## src/rtl/hazard_fwd_ctrl_pkg.sv

```systemverilog
// ---------------------------------------------------------------------------
// hazard_fwd_ctrl_pkg
// Shared definitions for the hazard/forwarding controller and the EX-stage
// operand forwarding muxes.
//   - FSEL_* : 2-bit forwarding select encoding used on rs_fsel/rt_fsel.
//   - md_state_e : multiply/divide occupancy FSM state encoding.
//   - fsel_t : 2-bit select type.
// ---------------------------------------------------------------------------
package hazard_fwd_ctrl_pkg;

  typedef logic [1:0] fsel_t;

  localparam fsel_t FSEL_REG   = 2'd0;
  localparam fsel_t FSEL_EXMEM = 2'd1;
  localparam fsel_t FSEL_PC4   = 2'd2;
  localparam fsel_t FSEL_WB    = 2'd3;

  typedef enum logic {
    MD_IDLE = 1'b0,
    MD_RUN  = 1'b1
  } md_state_e;

endpackage

```

## src/rtl/hazard_fwd_ctrl_fwd_sel_calc.sv

```systemverilog
// ---------------------------------------------------------------------------
// fwd_sel_calc
// Combinational forwarding-select and load-use detection for one source
// operand of the instruction in ID.
// Ports:
//   id_reg         in  5  source register number of the ID instruction
//   id_uses        in  1  ID instruction actually reads this operand
//   idex_rd        in  5  destination of the ID/EX instruction
//   idex_regwrite  in  1  ID/EX instruction writes a register
//   idex_memread   in  1  ID/EX instruction is a load
//   idex_link      in  1  ID/EX instruction is JAL/JALR (writes PC+4)
//   exmem_rd       in  5  destination of the EX/MEM instruction
//   exmem_regwrite in  1  EX/MEM instruction writes a register
//   next_sel       out 2  select this operand needs once it reaches EX
//   load_use       out 1  operand depends on a load still in ID/EX
// ---------------------------------------------------------------------------
module fwd_sel_calc
  import hazard_fwd_ctrl_pkg::*;
(
  input  logic [4:0] id_reg,
  input  logic       id_uses,
  input  logic [4:0] idex_rd,
  input  logic       idex_regwrite,
  input  logic       idex_memread,
  input  logic       idex_link,
  input  logic [4:0] exmem_rd,
  input  logic       exmem_regwrite,
  output fsel_t      next_sel,
  output logic       load_use
);

  // Register $0 is hardwired to zero, so it never forwards. When the operand
  // matches both in-flight producers, the ID/EX one is younger and wins; by
  // the time this instruction is in EX that producer sits in EX/MEM, and the
  // older EX/MEM producer will have moved on to WB.
  always_comb begin
    next_sel = FSEL_REG;
    load_use = 1'b0;
    if (id_uses && (id_reg != 5'd0)) begin
      if ((id_reg == idex_rd) && idex_regwrite) begin
        if (idex_memread) begin
          load_use = 1'b1;
        end else if (idex_link) begin
          next_sel = FSEL_PC4;
        end else begin
          next_sel = FSEL_EXMEM;
        end
      end else if ((id_reg == exmem_rd) && exmem_regwrite) begin
        next_sel = FSEL_WB;
      end
    end
  end

endmodule

```

## src/rtl/hazard_fwd_ctrl.sv

```systemverilog
// ---------------------------------------------------------------------------
// hazard_fwd_ctrl
// Hazard and forwarding controller for the 5-stage MIPS pipeline. Computes
// registered forwarding selects for the instruction entering EX, detects
// load-use and multiply/divide-busy hazards, and drives the IF/ID stall and
// ID/EX bubble.
// Configuration macro: HAZ_MD_STALL_EN
//   defined   : multi-cycle MD occupancy FSM/counter and MD-hazard stall.
//   undefined : MD unit treated as single-cycle, md_busy tied low.
// Parameters:
//   MULT_CYCLES  EX occupancy of MULT/MULTU (>=1)
//   DIV_CYCLES   EX occupancy of DIV/DIVU (>=1)
// Ports:
//   clk, rst                     clock, synchronous active-high reset
//   id_rs, id_rt                 ID source registers
//   id_uses_rs, id_uses_rt       ID instruction reads rs / rt
//   id_is_mfhilo                 ID instruction is MFHI/MFLO/MTHI/MTLO
//   id_md_start, id_md_is_div    ID instruction is MULT*/DIV* (1 = divide)
//   idex_rd, idex_regwrite,
//   idex_memread, idex_link      ID/EX producer information
//   exmem_rd, exmem_regwrite     EX/MEM producer information
//   stall_if_id, bubble_id_ex    hold PC+IF/ID, insert NOP into ID/EX
//   rs_fsel, rt_fsel             registered EX forwarding selects
//   md_busy                      multiply/divide unit occupied
// ---------------------------------------------------------------------------
module hazard_fwd_ctrl
  import hazard_fwd_ctrl_pkg::*;
#(
  parameter int MULT_CYCLES = 4,
  parameter int DIV_CYCLES  = 32
) (
  input  logic       clk,
  input  logic       rst,
  input  logic [4:0] id_rs,
  input  logic [4:0] id_rt,
  input  logic       id_uses_rs,
  input  logic       id_uses_rt,
  input  logic       id_is_mfhilo,
  input  logic       id_md_start,
  input  logic       id_md_is_div,
  input  logic [4:0] idex_rd,
  input  logic       idex_regwrite,
  input  logic       idex_memread,
  input  logic       idex_link,
  input  logic [4:0] exmem_rd,
  input  logic       exmem_regwrite,
  output logic       stall_if_id,
  output logic       bubble_id_ex,
  output fsel_t      rs_fsel,
  output fsel_t      rt_fsel,
  output logic       md_busy
);

  fsel_t rs_next;
  fsel_t rt_next;
  logic  rs_load_use;
  logic  rt_load_use;
  logic  md_hazard;
  logic  stall;

  fwd_sel_calc u_rs_calc (
    .id_reg         (id_rs),
    .id_uses        (id_uses_rs),
    .idex_rd        (idex_rd),
    .idex_regwrite  (idex_regwrite),
    .idex_memread   (idex_memread),
    .idex_link      (idex_link),
    .exmem_rd       (exmem_rd),
    .exmem_regwrite (exmem_regwrite),
    .next_sel       (rs_next),
    .load_use       (rs_load_use)
  );

  fwd_sel_calc u_rt_calc (
    .id_reg         (id_rt),
    .id_uses        (id_uses_rt),
    .idex_rd        (idex_rd),
    .idex_regwrite  (idex_regwrite),
    .idex_memread   (idex_memread),
    .idex_link      (idex_link),
    .exmem_rd       (exmem_rd),
    .exmem_regwrite (exmem_regwrite),
    .next_sel       (rt_next),
    .load_use       (rt_load_use)
  );

`ifdef HAZ_MD_STALL_EN
  localparam int MAX_CYC = (MULT_CYCLES > DIV_CYCLES) ? MULT_CYCLES : DIV_CYCLES;
  localparam int CNT_W   = (MAX_CYC > 1) ? $clog2(MAX_CYC) : 1;

  md_state_e        state_q;
  md_state_e        state_d;
  logic [CNT_W-1:0] cnt_q;
  logic [CNT_W-1:0] cnt_d;

  // MD occupancy state and remaining-cycle counter. Reset aborts any
  // operation in flight so the pipeline never stalls on a stale MD.
  always_ff @(posedge clk) begin
    if (rst) begin
      state_q <= MD_IDLE;
      cnt_q   <= '0;
    end else begin
      state_q <= state_d;
      cnt_q   <= cnt_d;
    end
  end

  // An MD is accepted only when the ID instruction actually advances, so a
  // start held in ID behind any stall does not load the counter early. The
  // counter holds CYCLES-1 on the first busy cycle and leaves MD_RUN after
  // the cycle in which it reads zero, giving exactly CYCLES busy cycles.
  always_comb begin
    state_d = state_q;
    cnt_d   = cnt_q;
    case (state_q)
      MD_IDLE: begin
        if (id_md_start && !stall) begin
          state_d = MD_RUN;
          cnt_d   = id_md_is_div ? CNT_W'(DIV_CYCLES - 1) : CNT_W'(MULT_CYCLES - 1);
        end
      end
      MD_RUN: begin
        if (cnt_q == '0) begin
          state_d = MD_IDLE;
        end else begin
          cnt_d = cnt_q - CNT_W'(1);
        end
      end
      default: begin
        state_d = MD_IDLE;
        cnt_d   = '0;
      end
    endcase
  end

  assign md_busy   = (state_q == MD_RUN);
  assign md_hazard = md_busy & (id_is_mfhilo | id_md_start);
`else
  logic md_unused;

  assign md_busy   = 1'b0;
  assign md_hazard = 1'b0;
  assign md_unused = ^{id_is_mfhilo, id_md_start, id_md_is_div,
                       1'(MULT_CYCLES), 1'(DIV_CYCLES)};
`endif

  assign stall        = rs_load_use | rt_load_use | md_hazard;
  assign stall_if_id  = stall;
  assign bubble_id_ex = stall;

  // Selects travel with the instruction into EX. A stalled cycle sends a
  // bubble into ID/EX, which reads no operands, so its selects are cleared.
  always_ff @(posedge clk) begin
    if (rst) begin
      rs_fsel <= FSEL_REG;
      rt_fsel <= FSEL_REG;
    end else if (stall) begin
      rs_fsel <= FSEL_REG;
      rt_fsel <= FSEL_REG;
    end else begin
      rs_fsel <= rs_next;
      rt_fsel <= rt_next;
    end
  end

endmodule

```

## config.mk

```make
export PLATFORM = sky130hd
export DESIGN_NAME = hazard_fwd_ctrl
export DESIGN_NICKNAME = d
export VERILOG_FILES = /design/src/rtl/hazard_fwd_ctrl_pkg.sv /design/src/rtl/hazard_fwd_ctrl_fwd_sel_calc.sv /design/src/rtl/hazard_fwd_ctrl.sv
export SDC_FILE = /design/constraint.sdc
export NUM_CORES = 1
export LEC_CHECK = 0
export BUFFER_PORTS_ARGS = -buffer_cell sky130_fd_sc_hd__buf_4
export CAP_MARGIN = 40
export CORE_AREA = 8 8 45 47
export DETAILED_ROUTE_END_ITERATION = 6
export DIE_AREA = 0 0 53 55
export PLACE_DENSITY = 0.81
export SYNTH_ARGS = -nofsm -noshare
export SYNTH_HDL_FRONTEND = slang
export SYNTH_SLANG_ARGS = --single-unit
```

## constraint.sdc

```tcl
create_clock -name clk -period 4.7 [get_ports clk]
set_clock_uncertainty 0.15 [all_clocks]
set_input_delay 0.47 -clock clk [delete_from_list [all_inputs] [get_ports clk]]
set_output_delay 0.47 -clock clk [all_outputs]
set_load 0.02 [all_outputs]
```

* After elaboration in Yosys (flattened, before gate mapping)
Cells that the tools add are included.
** Word-level totals
- Register bits after elaboration :: 4
- Logic and storage cells :: 30
- Input port bits :: 31
- Output and inout bits :: 7
** Operators by class
- Mux-type cells :: 11
- Equal/unequal tests :: 4
- Reductions and logical operators :: 10
- Bitwise logic cells :: 3
** Operators by type and width (number)
- 5-bit == test :: 4
- 2-bit two-way mux :: 6
- 5-bit nonzero test :: 2
- 1-bit logical AND :: 6
- 3-bit OR reduction :: 2
- 1-bit two-way mux :: 5
- 1-bit NOT :: 2
- 1-bit bitwise OR :: 1

* Longest topological paths before layout
Gate-level depths: netlist (run 1).
- Depth in word-level cells :: 6
- Gate-level depth with buffers :: 5
- Depth with buffers taken out :: 4

* Hierarchy
From an unflattened synthesis (run 1), not the netlist that was laid out.
** Unflattened totals
- Cells, all modules :: 58
- Area total of the unflattened synthesis :: 473.0 um2
** By module, submodules not included
- fwd_sel_calc :: seq. area each 0.0 um2, instances 2, cells an instance 23, area each 166.4 um2
- hazard_fwd_ctrl :: seq. area each 80.1 um2, instances 1, cells an instance 12, area each 140.1 um2

* Worst setup path after synthesis (run 1)
Ideal clock, no wire load.
- Kind :: input-to-output
- Start point :: in idex_rd[0]
- End point :: out stall_if_id
- Stages :: 5
- Buffers on the path :: 1
- Data required time :: 4.080 ns
- Path slack :: 2.305 ns
- Arrival :: 1.775 ns
- Cells stage by stage :: xnor2_1 nand4_1 or3_1 a21oi_1 buf_4
** Between the ends
- Word-level cells in the longest chain between the ends :: 5
- Elaborated cells between the ends (all ways) :: 9
- Those cells by class :: eq/ne (2); mux (4); bitwise (1); reduce/logical (2)
** RTL lines
- from (decl) :: line hazard_fwd_ctrl.sv:41 : input logic [4:0] idex_rd,
- 5-bit == test :: line hazard_fwd_ctrl_fwd_sel_calc.sv:40 : if ((id_reg == idex_rd) && idex_regwrite) begin
- 1-bit logical AND :: line hazard_fwd_ctrl_fwd_sel_calc.sv:40
- 1-bit two-way mux :: line hazard_fwd_ctrl_fwd_sel_calc.sv:40
- 1-bit two-way mux :: line hazard_fwd_ctrl_fwd_sel_calc.sv:39 : if (id_uses && (id_reg != 5'd0)) begin
- 1-bit bitwise OR (*) :: line hazard_fwd_ctrl.sv:147 : assign stall = rs_load_use | rt_load_use | md_hazard;
- to (decl) :: line hazard_fwd_ctrl.sv:47 : output logic stall_if_id,
Every way passes the cells marked *; elsewhere a longest branch is shown, timed or not.

* Worst setup path after layout (run 1)
- Start point :: in id_rt[3]
- End point :: out stall_if_id
** Between the ends
- Word-level cells in the longest chain between the ends :: 5
- Elaborated cells between the ends (all ways) :: 7
- Those cells by class :: eq/ne (1); mux (2); bitwise (1); reduce/logical (3)
** RTL lines
- from (decl) :: line hazard_fwd_ctrl.sv:35 : input logic [4:0] id_rt,
- 5-bit == test :: line hazard_fwd_ctrl_fwd_sel_calc.sv:40
- 1-bit logical AND :: line hazard_fwd_ctrl_fwd_sel_calc.sv:40
- 1-bit two-way mux :: line hazard_fwd_ctrl_fwd_sel_calc.sv:40
- 1-bit two-way mux (*) :: line hazard_fwd_ctrl_fwd_sel_calc.sv:39
- 1-bit bitwise OR (*) :: line hazard_fwd_ctrl.sv:147
Marks and branches as above.

==> results.md, run 1 <==
* Cells after Synth at 60
* Dpl cells at 107
* Dpl hpwl at ~1.4 mm
* Sequential area share after synthesis at between 15 and 20%
* Total die area at 2920 um^2
* Starting DRC count in detailed routing at 7
* CTS root buf: clkbuf_4
* Final worst-path cycle share at 51.5%
* First-pass GRT wire length at between 2 and 2.5 mm
* Commonest non-fill, non-tap cell in the layout: buf_4
* Distinct cell type count after synthesis at 22
* DR pass1 iterations at 4
* Crit path top cell by count: buf_4
* Vias in the first global route at about 600
* CP startpoint kind: primary input
* Hold Vio Cnt, Final at 0
* Syn Nets at 91
* CTS tree: yes
* DR WL/cell at 13.8 um
* Bufs and invs on worst path at 2
* Commonest non-fill, non-tap cells in the layout: buf_4, xnor2_1, nand2_1, nand4_1, dfxtp_1
* Post-Synthesis Mean Instance Area at 8.13 um^2
* CP max FO at 3
* CP top delay family: simple AND/OR/NAND/NOR gates
* ANT cells at 0
* # DRC at 0
* Setup TNS at 0 ns
* Syn-to-layout area delta at 56.4%
* I/O pin count at 38
* Initial antenna violation count at 0
* Num Clock Sinks at 4
* Largest net degree at the start of global routing at 5
* RSZ-0062 raised after global routing: false
* Die Span X at 53 um
* Initial core utilization at a little over a third
* Mapped Area at 488 um^2
* Final ANT Viol Nets at 0
* All-layer global routing usage at between 10% and 20%
* Detailed-route wire length at roughly 1.5 mm
* Total grt overflow at 0
* Post-Route Utilization at between 50% and 60%
* Post-CTS setup buffers at 0
* Max frequency at 0.413 GHz
* Nets at 127
* Max Cap Viol at 0
* Crit-path slowest cell: or4_1
* CTS H-Tree Depth at 1
* CP Cell Sequence: buf_4, or4_1, o21ai_0, or3_1, a21oi_1, buf_4
* Worst Hold Class: primary input to register
* Core area at 1380 um^2
* Status: complete, no violations
* Vias per cell at 5.22
* CTS clk-pin slew, worst paths at roughly 0.03 ns
* Critical Path Sink Type: primary output
* Vias at 574
* CTS buffer count at 3
* Fraction of layout cells with a size suffix above 1 at about two fifths
* PortBufs at 33
* Hold buffer count at cts at 0
* GPL Wtd Cong at about 0.75
* Cell area after layout at 763 um^2
* Syn. warnings at 0
* Final setup vio count at 0
* Largest stage delay, worst path at about 0.5 ns
* Clock tree buffer depth at 2
* #FFs+latches synth at 4
* # resized after CTS at 0
* Crit path kind: primary input to primary output
* Leak Pwr at approximately 0.31 nW
* Peak VDD IR at 56.1 uV
* Finished Layout Cells at 110
* Dpl cell area at 741 um^2
* CP arrival at 1.80 ns
* Clock period minus worst slack at 2.42 ns
* Max-slew violation count at 0
* Power per standard cell area at 168 nW/um^2
* Req. time, crit path at between 4 and 5 ns
* Die Span Y at 55 um
* Rows at 14
[where the power goes]
part | internal (mW) | switching, mW
combinational | 0.0297 | 0.0228
sequential | 0.0344 | 0.0000530
clock | 0.0285 | 0.0128
[registers in the layout, summed over array words and instances (netlist names)]
| name | flops |
|---|---|
| rs_fsel | 2 |
| rt_fsel | 2 |
[synthesized netlist by cell type]
library cell  count  area, um^2
and4b_2           1        11.3
or3_1             3        18.8
o21ai_0           2        10.0
o31ai_1           2        15.0
and3_4            1        11.3
nand2_1           5        18.8
nand2b_1          1        6.26
nor4_1            1        6.26
buf_4             2        15.0
xnor2_1          18         158
or4_1             3        22.5
xor2_1            2        17.5
conb_1            1        3.75
o32ai_1           2        17.5
inv_1             1        3.75
nor2_1            2        7.51
nand4_1           5        31.3
o211a_1           1        10.0
dfxtp_1           4        80.1
a21oi_1           1        5.00
or4_4             1        11.3
o21bai_1          1        7.51
[path summary, 6_finish.rpt]
kind	slack [ns]	from	endpoint	cells past startpoint
max	2.28	id_rt[3]	stall_if_id	6
min	0.34	idex_link	rs_fsel[1]$_SDFF_PP0_	3
[cells by family after synthesis]
group / Yosys count / share of synthesized area [%]
buffers and inverters: 3 / 3.84
AOI/OAI and AO/OA: 9 / 13.3
xor gates and xnor gates: 20 / 35.9
DFF: 4 / 16.4
other: 1 / 0.768
and+or+nand+nor: 23 / 29.7
[stage by stage]
step                total power, mW  setup WS [ns]  hold slack (ns)
floorplan                    0.0594           2.31            0.467
global placement             0.0861           2.30            0.582
detailed placement           0.0876           2.28            0.582
CTS                           0.130           2.28            0.342
global route                  0.137           2.16            0.348
finish                        0.128           2.28            0.343
[area by class of cell]
| class | count | area, um^2 |
|---|---|---|
| inverters | 1 | 3.75 |
| well taps | 16 | 20.0 |
| clock buffers | 3 | 22.5 |
| repair buffers | 33 | 248 |
| fillers | 144 | 621 |
| multi-input cells | 53 | 389 |
| flip-flops and latches | 4 | 80.1 |
[layer usage]
layer  vias up  GRT usage [%]  wire [um]
met1       253           10.4        587
met5         -              0          0
met2        34           19.9        775
li1        285              -          -
met4         0           5.17          4
met3         2           3.74        146
No activity file was read; power rests on OpenSTA's default activity.
==> run 2: changes to the inputs <==
==> constraint.sdc (replaced) <==
create_clock -name clk -period 2.3 [get_ports clk]
set_clock_uncertainty 0.15 [all_clocks]
set_input_delay 0.23 -clock clk [delete_from_list [all_inputs] [get_ports clk]]
set_output_delay 0.23 -clock clk [all_outputs]
set_load 0.02 [all_outputs]
==> run 2 against run 1 <==
Non-clock buffer count unchanged; combinational power increased by 100%; wire length increased by 0.13%; setup slack got worse by 1.9 ns; sequential cell count unchanged; design area unchanged; global-route usage unchanged; clock power increased by 100%; highest routed layer unchanged.
==> results.md, run 2 (synthesis gave the netlist of run 1 again) <==
* Largest stage delay, worst path at 0.50 ns (about the same)
* Final setup vio count at 0 (unchanged)
* Dpl cells at 107 (unchanged)
* PortBufs at 33 (unchanged)
* Vias per cell at 5.18 (-0.70%)
* Finished Layout Cells at 110 (unchanged)
* Clock tree buffer depth at 2 (unchanged)
* Die Span X at 53 um (unchanged)
* Initial antenna violation count at 0 (unchanged)
* Crit path top cell by count: buf_4
* Power per standard cell area at 341 nW/um^2 (+100%)
* CP startpoint kind: primary input
* RSZ-0062 raised after global routing: false
* Worst Hold Class: primary input to register
* CTS tree: yes
* Num Clock Sinks at 4 (unchanged)
* Max frequency at 0.517 GHz
* CTS root buf: clkbuf_4
* Status: complete, no violations
* Critical Path Start: id_rt[3]
* # resized after CTS at 0 (unchanged)
* Largest registers: rs_fsel: 2 flops, rt_fsel: 2 flops
* CTS H-Tree Depth at 1 (unchanged)
* Rows at 14 (unchanged)
* Commonest non-fill, non-tap cells in the layout: buf_4, xnor2_1, nand2_1, nand4_1, dfxtp_1
* Vias at 570 (-0.70%)
* All-layer global routing usage at 10.7% (unchanged)
* Setup TNS at 0 ns (unchanged)
* Detailed-route wire length at 1.52 mm (+0.13%)
* Hold_sp: idex_link
* CP max FO at 3 (unchanged)
* Vias in the first global route at 606 (-0.49%)
* Syn-to-layout area delta at 56.4% (unchanged)
* Req. time, crit path at 1.92 ns (-2.16 ns)
* Max Cap Viol at 0 (unchanged)
* Fillers at 140 (-2.8%)
* Largest net degree at the start of global routing at 5 (unchanged)
* First-pass GRT wire length at 2.42 mm (unchanged)
* Final ANT Viol Nets at 0 (unchanged)
* Core area at 1380 um^2 (unchanged)
* Bufs and invs on worst path at 2 (unchanged)
* DR WL/cell at 13.8 um (+0.13%)
* Dpl hpwl at 1.39 mm (-0.39%)
* Critical Path Sink Type: primary output
* Max-slew violation count at 0 (unchanged)
* Total die area at 2920 um^2 (unchanged)
* CP top delay family: simple AND/OR/NAND/NOR gates
* I/O pin count at 38 (unchanged)
* ANT cells at 0 (unchanged)
* Commonest non-fill, non-tap cell in the layout: buf_4
* Die Span Y at 55 um (unchanged)
* Crit-path slowest cell: or4_1
* Clock period minus worst slack at 1.94 ns
* Nets at 127 (unchanged)
* Setup ws final at 0.364 ns (-1.92 ns)
* DR pass1 iterations at 4 (unchanged)
* Total grt overflow at 0 (unchanged)
* CP Cell Sequence: buf_4, or4_1, o21ai_0, or3_1, a21oi_1, buf_4
* CTS buffer count at 3 (unchanged)
* Post-CTS setup buffers at 0 (unchanged)
* Total power at 0.261 mW (+100%)
* # DRC at 0 (unchanged)
* Crit path kind: primary input to primary output
* Initial core utilization at 35.3% (unchanged)
* Fraction of layout cells with a size suffix above 1 at 41.5% (unchanged)
* Hold Vio Cnt, Final at 0 (unchanged)
* CTS clk-pin slew, worst paths at 0.03 ns (about the same)
* CP arrival at 1.56 ns (-0.24 ns)
* Final worst-path cycle share at between 80% and 90%
* Starting DRC count in detailed routing at 4 (-3)
* Peak VDD IR at 113 uV (+100%)
* Pre-CTS worst setup slack at 0.360 ns (-1.92 ns)
* Hold buffer count at cts at 0 (unchanged)
* GPL Wtd Cong at 0.749 (-0.11%)
* Leak Pwr at 0.315 nW (unchanged)
* Worst hold slack at 0.105 ns (-0.238 ns)
run 2: final timing paths:
kind | end | cells after the start
worst max-delay path | stall_if_id | 6
worst min-delay path | rs_fsel[1]$_SDFF_PP0_ | 3
run 2: stage by stage:
stage                     util, %  cell area, um^2
after floorplan                 -              488
after global placement       53.5              741
after detailed placement     53.5              741
after CTS                    55.2              763
after global routing         55.2              763
final                        55.2              763
run 2: where the power goes:
| part | switching, mW | leakage, nW | internal [mW] |
|---|---|---|---|
| Combinational | 0.0465 | 0.269 | 0.0607 |
| Sequential | 0.000105 | 0.0322 | 0.0703 |
| Clock | 0.0248 | 0.0138 | 0.0581 |
run 2: metal layers:
layer / share of wire (%) / track usage [%] / up-vias
li1: - / - / 286
met1: 40 / 10.4 / 254
met2: 51 / 19.9 / 28
met3: 9.2 / 3.74 / 2
met4: 0.26 / 5.17 / 0
met5: 0 / 0 / -
run 2: layout make-up:
class	count	area (um^2)	share of cell area (%)
multi-input combinational	53	389	51.0
inverter	1	3.75	0.492
sequential	4	80.1	10.5
clock buffer	3	22.5	2.95
timing repair buffer	33	248	32.5
tap	16	20.0	2.62
==> run 3: changes to the inputs <==
==> constraint.sdc (replaced) <==
create_clock -name clk -period 2 [get_ports clk]
set_clock_uncertainty 0.15 [all_clocks]
set_input_delay 0.2 -clock clk [delete_from_list [all_inputs] [get_ports clk]]
set_output_delay 0.2 -clock clk [all_outputs]
set_load 0.02 [all_outputs]
==> run 3 against run 2 <==
Sequential power grew 15%; first-iteration DRC count rose by 75%; largest power group unchanged; setup slack got worse by 0.19 ns; largest cell class unchanged; design area increased by 0.98%; global-route usage increased by 0.16 points; clock power grew 15%; via count grew 0.35%; combinational power is 17% higher; final cell count is 0.91% higher; sequential share of layout area fell by 0.10 points.
==> results.md, run 3 (synthesis gave the netlist of run 1 again) <==
* All-layer global routing usage at 10.9% (+0.16 points)
* Commonest non-fill, non-tap cell in the layout: buf_4
* Starting DRC count in detailed routing at 7 (+3)
* Syn-to-layout area delta at 57.9%
* Core area at 1380 um^2 (unchanged)
* Final setup vio count at 0 (unchanged)
* Die Span X at 53 um (unchanged)
* CP startpoint kind: primary input
* Clock period minus worst slack at approximately 1.8 ns
* CTS tree: yes
* # DRC at 0 (unchanged)
* Commonest non-fill, non-tap cells in the layout: buf_4, xnor2_1, nand2_1, nand4_1, dfxtp_1
* Nets at 128 (+0.79%)
* PortBufs at 33 (unchanged)
* Total die area at 2920 um^2 (unchanged)
* CP arrival at 1.47 ns (-0.09 ns)
* Vias at 572 (+0.35%)
* Vias in the first global route at 634 (+4.6%)
* Status: complete, no violations
* GPL Wtd Cong at 0.742 (-1.0%)
* CTS clk-pin slew, worst paths at 0.03 ns (about the same)
* Max frequency at between 0.5 and 0.6 GHz
* DR WL/cell at 13.5 um (-1.8%)
* First-pass GRT wire length at 2.42 mm (unchanged)
* Total grt overflow at 0 (unchanged)
* Final worst-path cycle share at between 90% and 100%
* Initial antenna violation count at 0 (unchanged)
* Rows at 14 (unchanged)
* Setup TNS at 0 ns (unchanged)
* Crit path kind: primary input to primary output
* Post-CTS setup buffers at 0 (unchanged)
* Max Cap Viol at 0 (unchanged)
* Power per standard cell area at 390 nW/um^2 (+14%)
* Clock tree buffer depth at 2 (unchanged)
* Final ANT Viol Nets at 0 (unchanged)
* Fillers at 145 (+3.6%)
* CTS root buf: clkbuf_4
* Vias per cell at 5.15 (-0.55%)
* Die Span Y at 55 um (unchanged)
* # resized after CTS at 0 (unchanged)
* Peak VDD IR at 133 uV (+17%)
* Fraction of layout cells with a size suffix above 1 at 42.1% (+0.62 points)
* Max-slew violation count at 0 (unchanged)
* Hold Vio Cnt, Final at 0 (unchanged)
* Largest registers: rs_fsel: 2 flops, rt_fsel: 2 flops
* I/O pin count at 38 (unchanged)
* Critical Path Sink Type: primary output
* Detailed-route wire length at 1.50 mm (-0.92%)
* CTS H-Tree Depth at 1 (unchanged)
* Worst Hold Class: primary input to register
* DR pass1 iterations at 4 (unchanged)
* CP max FO at 3 (unchanged)
* ANT cells at 0 (unchanged)
* Req. time, crit path at 1.65 ns (-0.27 ns)
* Hold buffer count at cts at 0 (unchanged)
* Initial core utilization at 35.3% (unchanged)
* RSZ-0062 raised after global routing: false
* Leak Pwr at 0.319 nW (+1.5%)
* Num Clock Sinks at 4 (unchanged)
* Largest net degree at the start of global routing at 5 (unchanged)
* CTS buffer count at 3 (unchanged)
* Worst hold slack at 0.0734 ns (-0.0317 ns)
==> run 3: cell types whose count changed in the layout (fill, tap and decap cells not counted) <==
| cell | delta |
|---|---|
| buf_4 | +1 |
==> run 3: layout make-up <==
cell class	instances	area (um^2)	share of cell area, %
Multi-Input combinational cell	53	389	50.5
Sequential cell	4	80.1	10.4
Tap cell	16	20.0	2.60
Inverter	1	3.75	0.487
Clock buffer	3	22.5	2.92
Timing Repair Buffer	34	255	33.1
==> run 3: metrics by stage <==
stage                     worst slack (ns)  instance area (um^2)  power, mW  std cells  utilization (%)
after floorplan                      0.145                   488      0.140         60                -
after global placement               0.193                   748      0.204        108             54.1
after detailed placement             0.178                   748      0.207        108             54.1
after CTS                            0.172                   771      0.307        111             55.7
after global routing                0.0722                   771      0.322        111             55.7
final                                0.179                   771      0.301        111             55.7
==> run 3: worst paths after layout <==
path / from / to / slack (ns) / depth (start not counted)
setup / recovery: id_rt[3] / stall_if_id / 0.18 / 6
hold / removal: idex_link / rs_fsel[1]$_SDFF_PP0_ / 0.07 / 3
==> run 3: metal layers <==
metal  share of wire, %  wire [um]  up-vias  global-route usage, %
li1                   -          -      290                      -
met1                 37        560      254                   9.44
met2                 52        784       28                   20.7
met3                 10        156        0                   4.55
met4                  0          0        0                   6.03
met5                  0          0        -                      0
==> run 3: power by group <==
| part | internal, mW | switching [mW] | total (mW) |
|---|---|---|---|
| Clock | 0.0668 | 0.0284 | 0.0952 |
| Combinational | 0.0712 | 0.0534 | 0.125 |
| Sequential | 0.0808 | 0.000121 | 0.0810 |
| Total | 0.219 | 0.0819 | 0.301 |
==> run 3: worst max-delay path: stages <==
cell and delay [ns]:
buf_4 0.12, or4_1 0.50, o21ai_0 0.21, or3_1 0.18
a21oi_1 0.09, buf_4 0.16
